File: config.mk
export PLATFORM = sky130hd
export DESIGN_NAME = seq_tx
export DESIGN_NICKNAME = d
export VERILOG_FILES = /design/src/rtl/seq_tx_pkg.sv /design/src/rtl/seq_tx_shifter.sv /design/src/rtl/seq_tx.sv
export SDC_FILE = /design/constraint.sdc
export NUM_CORES = 1
export LEC_CHECK = 0
export CAP_MARGIN = 0
export CORE_MARGIN = 2
export CORE_UTILIZATION = 35
export DETAILED_ROUTE_END_ITERATION = 7
export GPL_ROUTABILITY_DRIVEN = 0
export MAX_ROUTING_LAYER = met4
export PLACE_DENSITY = 0.59
export SYNTH_ARGS = -nofsm -noshare
export SYNTH_HDL_FRONTEND = slang
export SYNTH_SLANG_ARGS = --single-unit
File: constraint.sdc
create_clock -name clk -period 1.9 [get_ports clk]
set_clock_uncertainty 0.05 [all_clocks]
set_input_delay 0.19 -clock clk [delete_from_list [all_inputs] [get_ports clk]]
set_output_delay 0.19 -clock clk [all_outputs]
set_load 0.01 [all_outputs]
File: src/rtl/seq_tx_pkg.sv
// Shared definitions for the seq_tx serial frame transmitter: state encoding,
// sync pattern and a sizing helper for the bit counter.
package seq_tx_pkg;

    typedef enum logic [2:0] {
        StIdle   = 3'd0,
        StSync   = 3'd1,
        StData   = 3'd2,
        StParity = 3'd3,
        StGap    = 3'd4
    } state_e;

    localparam logic [3:0]  SYNC_PATTERN = 4'b0110;
    localparam int unsigned SYNC_LEN     = 4;

    function automatic int unsigned max3(input int unsigned a, input int unsigned b,
                                         input int unsigned c);
        int unsigned m;
        m = (a > b) ? a : b;
        return (m > c) ? m : c;
    endfunction

endpackage

File: src/rtl/seq_tx_shifter.sv
// Payload shift register for seq_tx: captures a word on load, presents its MSB
// on serial_out and shifts left on shift_en; parity is latched with the word.
module seq_tx_shifter #(
    parameter int unsigned DATA_W = 8
) (
    input  logic              clk,
    input  logic              rst,
    input  logic              load,
    input  logic              shift_en,
    input  logic [DATA_W-1:0] load_data,
    output logic              serial_out,
    output logic              parity_out
);

    logic [DATA_W-1:0] sreg_q, sreg_d;
    logic              parity_q, parity_d;

    always_comb begin
        sreg_d   = sreg_q;
        parity_d = parity_q;
        if (load) begin
            sreg_d   = load_data;
            parity_d = ^load_data;
        end else if (shift_en) begin
            sreg_d = sreg_q << 1;
        end
    end

    always_ff @(posedge clk or posedge rst) begin
        if (rst) begin
            sreg_q   <= '0;
            parity_q <= 1'b0;
        end else begin
            sreg_q   <= sreg_d;
            parity_q <= parity_d;
        end
    end

    assign serial_out = sreg_q[DATA_W-1];
    assign parity_out = parity_q;

endmodule

File: src/rtl/seq_tx.sv
// Framed serial transmitter: sync pattern, MSB-first payload, optional even
// parity and an idle-high gap, driven from a registered line output.
module seq_tx
    import seq_tx_pkg::*;
#(
    parameter int unsigned DATA_W    = 8,
    parameter int unsigned PARITY_EN = 1,
    parameter int unsigned IDLE_GAP  = 2
) (
    input  logic              clk,
    input  logic              rst,
    input  logic              in_valid,
    input  logic [DATA_W-1:0] in_data,
    output logic              in_ready,
    output logic              dout_bit,
    output logic              busy,
    output logic              frame_done
);

    localparam int unsigned CntMax = max3(SYNC_LEN, DATA_W, IDLE_GAP);
    localparam int unsigned CntW   = $clog2(CntMax);

    typedef logic [CntW-1:0] cnt_t;

    localparam cnt_t SyncLast = cnt_t'(SYNC_LEN - 1);
    localparam cnt_t DataLast = cnt_t'(DATA_W - 1);
    localparam cnt_t GapLast  = cnt_t'(IDLE_GAP - 1);

    // state_q/cnt_q name the bit the next edge drives onto the line, so the
    // last gap bit is already on the wire while the block sits in StIdle.
    state_e state_q, state_d;
    cnt_t   cnt_q, cnt_d;
    logic   dout_q, dout_d;
    logic   done_q, done_d;
    logic   ready_q, ready_d;

    logic accept;
    logic load;
    logic shift_en;
    logic serial_out;
    logic parity_out;

    assign accept = in_valid & ready_q;

    seq_tx_shifter #(
        .DATA_W(DATA_W)
    ) u_shifter (
        .clk       (clk),
        .rst       (rst),
        .load      (load),
        .shift_en  (shift_en),
        .load_data (in_data),
        .serial_out(serial_out),
        .parity_out(parity_out)
    );

    always_comb begin
        state_d  = state_q;
        cnt_d    = cnt_q;
        dout_d   = 1'b1;
        done_d   = 1'b0;
        load     = 1'b0;
        shift_en = 1'b0;
        case (state_q)
            StIdle: begin
                if (accept) begin
                    load    = 1'b1;
                    dout_d  = SYNC_PATTERN[SYNC_LEN-1];
                    state_d = StSync;
                    cnt_d   = cnt_t'(1);
                end
            end
            StSync: begin
                // ~cnt maps sync bit 1..3 onto pattern index 2..0
                dout_d = SYNC_PATTERN[~cnt_q[1:0]];
                if (cnt_q == SyncLast) begin
                    state_d = StData;
                    cnt_d   = '0;
                end else begin
                    cnt_d = cnt_q + cnt_t'(1);
                end
            end
            StData: begin
                dout_d   = serial_out;
                shift_en = 1'b1;
                if (cnt_q == DataLast) begin
                    state_d = (PARITY_EN != 0) ? StParity : StGap;
                    cnt_d   = '0;
                end else begin
                    cnt_d = cnt_q + cnt_t'(1);
                end
            end
            StParity: begin
                dout_d  = parity_out;
                state_d = StGap;
                cnt_d   = '0;
            end
            StGap: begin
                done_d = (cnt_q == '0);
                if (cnt_q == GapLast) begin
                    state_d = StIdle;
                    cnt_d   = '0;
                end else begin
                    cnt_d = cnt_q + cnt_t'(1);
                end
            end
            default: begin
                state_d = StIdle;
                cnt_d   = '0;
            end
        endcase
    end

    assign ready_d = (state_d == StIdle);

    always_ff @(posedge clk or posedge rst) begin
        if (rst) begin
            state_q <= StIdle;
            cnt_q   <= '0;
            dout_q  <= 1'b1;
            done_q  <= 1'b0;
            ready_q <= 1'b0;
        end else begin
            state_q <= state_d;
            cnt_q   <= cnt_d;
            dout_q  <= dout_d;
            done_q  <= done_d;
            ready_q <= ready_d;
        end
    end

    assign in_ready   = ready_q;
    assign dout_bit   = dout_q;
    assign busy       = (state_q != StIdle);
    assign frame_done = done_q;

endmodule

==> metrics <==
area leader, netlist dfrtp_1; H-Tree Level Count 1; initial core utilization between 30 and 40%; dpl cell area approximately 1200 um^2; CTS tree done; final WL 2020 um; Reg clk slew, reported paths roughly 0.11 ns; all-layer global routing usage ~14%; Initial DRT Pass Iterations 4; nets about 140; Fillers 268; CP bufs+invs 2; status complete, no violations; most frequent cells in the layout nand2_1 (18), dfrtp_1 (15), clkdlybuf4s50_1 (14), nor2_1 (9); R2R depth 4; Synth top area share between 40% and 50%; final period utilization 94.8%; vias in the first global route around 800; clock buffer depth 2; share of cells above drive strength 1 13.5%; Synth Cell Area roughly 1000 um^2; Die Width slightly below 60 um; TNS Setup 0 ns; hpwl dp between 1000 and 1500 um; worst min path class in -> async; Final Hold Fails 0; leakage power approximately 0.00055 uW; Tmin final roughly 1.8 ns; port bufs 14; syn_nets approximately 130; Final Instance Count excl. Fillers between 150 and 200; root buffer cell clkbuf_4; Ports 15; first-pass GRT wire length between 3000 and 4000 um; R2R Path Start cnt_q[0]$_DFFE_PP0N_; WL/cell roughly 13 um; total grt overflow 0; sequential share of the synthesized area approximately 44%; crit path launch type flop; # DRC 0; vias per cell between 5 and 6; Max VDD drop 0.00103 V; CTS Hold Bufs 0; final instance area 1240 um^2; Slowest-stage cell, CP clkdlybuf4s50_1; Finish-stage setup viols 0; Die ar. approximately 3400 um^2; largest net degree at the start of global routing 19; Cells after Synth approximately 110; CTS Buf Count 3; Largest delay share family, worst path buffers and inverters; Synth warnings 0; power density cells about 1600 nW/um^2; CP startpoint state_q[2]$_DFF_PP0_; ant diodes 0; initial antenna violation count 0; commonest non-fill, non-tap cell in the layout nand2_1; endpoint arrival time on the critical path between 1.5 and 2 ns; total core area 2780 um^2; Avg Cell Area, Syn roughly 9.5 um^2; FP Rows 19; Cells after DPL roughly 150; critical path type reg -> out; #FFs+latches synth 18; Max Cap Violations 0; Slew Limit Fails 0; total power ~2000 uW; worst skew pair latency around 0.3 ns; maximum clock rate ~560 MHz; Crit Path Max Fanout 3; Relative slew margins between 70% and 80%; RSZ-0062 raised after global routing no; Die Y between 50 and 60 um; total clock sinks 18; WP depth 3; crit-path cells nor3_4 -> inv_1 -> clkdlybuf4s50_1; Req. time, crit path 1.66 ns; DRT iter0 DRCs 26; DRT antenna net count 0; area added between synthesis and finish 21.3%; top cells by area, synth dfrtp_1 (41%), ha_1 (7.3%), nand2_1 (6.6%); Synth cell types 30; Worst Tran Pin Value between 0.3 and 0.4 ns; Hold Slack between 0.1 and 0.15 ns; CP max stage delay 0.49 ns; Setup crit end kind output port; vias between 700 and 800
==> final cells by class <==
| cell class | instances | area, um^2 | share of cell area [%] |
|---|---|---|---|
| clock buffer | 4 | 36.3 | 2.91 |
| tap | 31 | 38.8 | 3.12 |
| multi-input combinational | 78 | 512 | 41.1 |
| timing repair buffer | 19 | 178 | 14.3 |
| sequential | 18 | 454 | 36.5 |
| inverter | 7 | 26.3 | 2.11 |
==> what timing repair did <==
action | CTS | global route
hold endpoints to repair | 0 | 0
setup buffers | 1 | 1
resized for setup | 2 | 0
endpoints found under the setup margin | 1 | 1
==> cells in the mapped netlist <==
| library cell | instances |
|---|---|
| o21ai_0 | 6 |
| a221o_1 | 1 |
| a31oi_1 | 5 |
| nor3_4 | 1 |
| nand2b_2 | 1 |
| ha_1 | 6 |
| a22oi_1 | 2 |
| mux4_2 | 1 |
| o22a_1 | 2 |
| nor3_1 | 1 |
| nand3_2 | 1 |
| nor2b_1 | 1 |
| o211a_1 | 1 |
| inv_1 | 7 |
| buf_6 | 2 |
| nand3_1 | 6 |
| dfrtp_1 | 17 |
| buf_2 | 2 |
| xnor2_1 | 7 |
| dfstp_2 | 1 |
| clkbuf_1 | 1 |
| nand2b_1 | 2 |
| nand2_1 | 18 |
| nor2_1 | 9 |
| nand3b_1 | 1 |
| a21oi_1 | 2 |
| o2bb2ai_1 | 1 |
| or2_1 | 1 |
| or2_2 | 1 |
| a32o_1 | 1 |
==> tightest hold or removal path: cells and delay by family <==
| kind | cells | cell delay [ns] |
|---|---|---|
| buffers and inverters | 3 | 0.69 |
==> sequential cells by signal (all words and copies together) (netlist names) <==
register / count
cnt_q: 3
dout_bit: 1
frame_done: 1
in_ready: 1
state_q: 3
u_shifter.parity_out: 1
u_shifter.sreg_q: 8
==> through the flow <==
stage | util (%) | worst slack (ns)
2_1_floorplan | - | 0.420
3_3_place_gp | 42.8 | 0.274
3_5_place_dp | 42.8 | 0.230
4_1_cts | 44.5 | 0.0298
5_1_grt | 44.8 | 0.0243
6_report | 44.8 | 0.0990
==> report_power, final <==
group / internal [uW] / total, uW / switching (uW)
logic: 488 / 997 / 509
clock network: 117 / 243 / 126
registers: 579 / 713 / 134
total: 1180 / 1950 / 770
==> layer usage <==
metal  share of wire [%]  vias to the layer above  track usage (%)
met5                   0                        -                -
met1                  45                      370             16.8
met3                 5.2                        2             4.02
met4                0.30                        0             2.66
li1                    -                      406                -
met2                  50                       21             22.9
==> final timing paths <==
| check | to | slack [ns] |
|---|---|---|
| min | u_shifter.sreg_q[2]$_DFFE_PP0P_ | 0.15 |
| max in group asynchronous | dout_bit$_DFF_PP1_ | 1.39 |
| max | busy | 0.1 |
| min in group clk | u_shifter.sreg_q[0]$_DFFE_PP0P_ | 0.43 |
| min reg2reg | u_shifter.sreg_q[7]$_DFFE_PP0P_ | 0.45 |
| max reg2reg | dout_bit$_DFF_PP1_ | 0.31 |
==> logic make-up after synthesis <==
| group | Yosys count | synth area share, % |
|---|---|---|
| AND/OR/NAND/NOR | 43 | 20.5 |
| AO/OA/AOI/OAI | 21 | 13.9 |
| flip-flops | 18 | 44.0 |
| buffers and inverters | 12 | 6.10 |
| XOR/XNOR | 7 | 5.98 |
| adder cells (fa/ha/maj) | 6 | 7.32 |
| multiplexers | 1 | 2.19 |
Note: power is estimated with default switching activity, not from simulation.
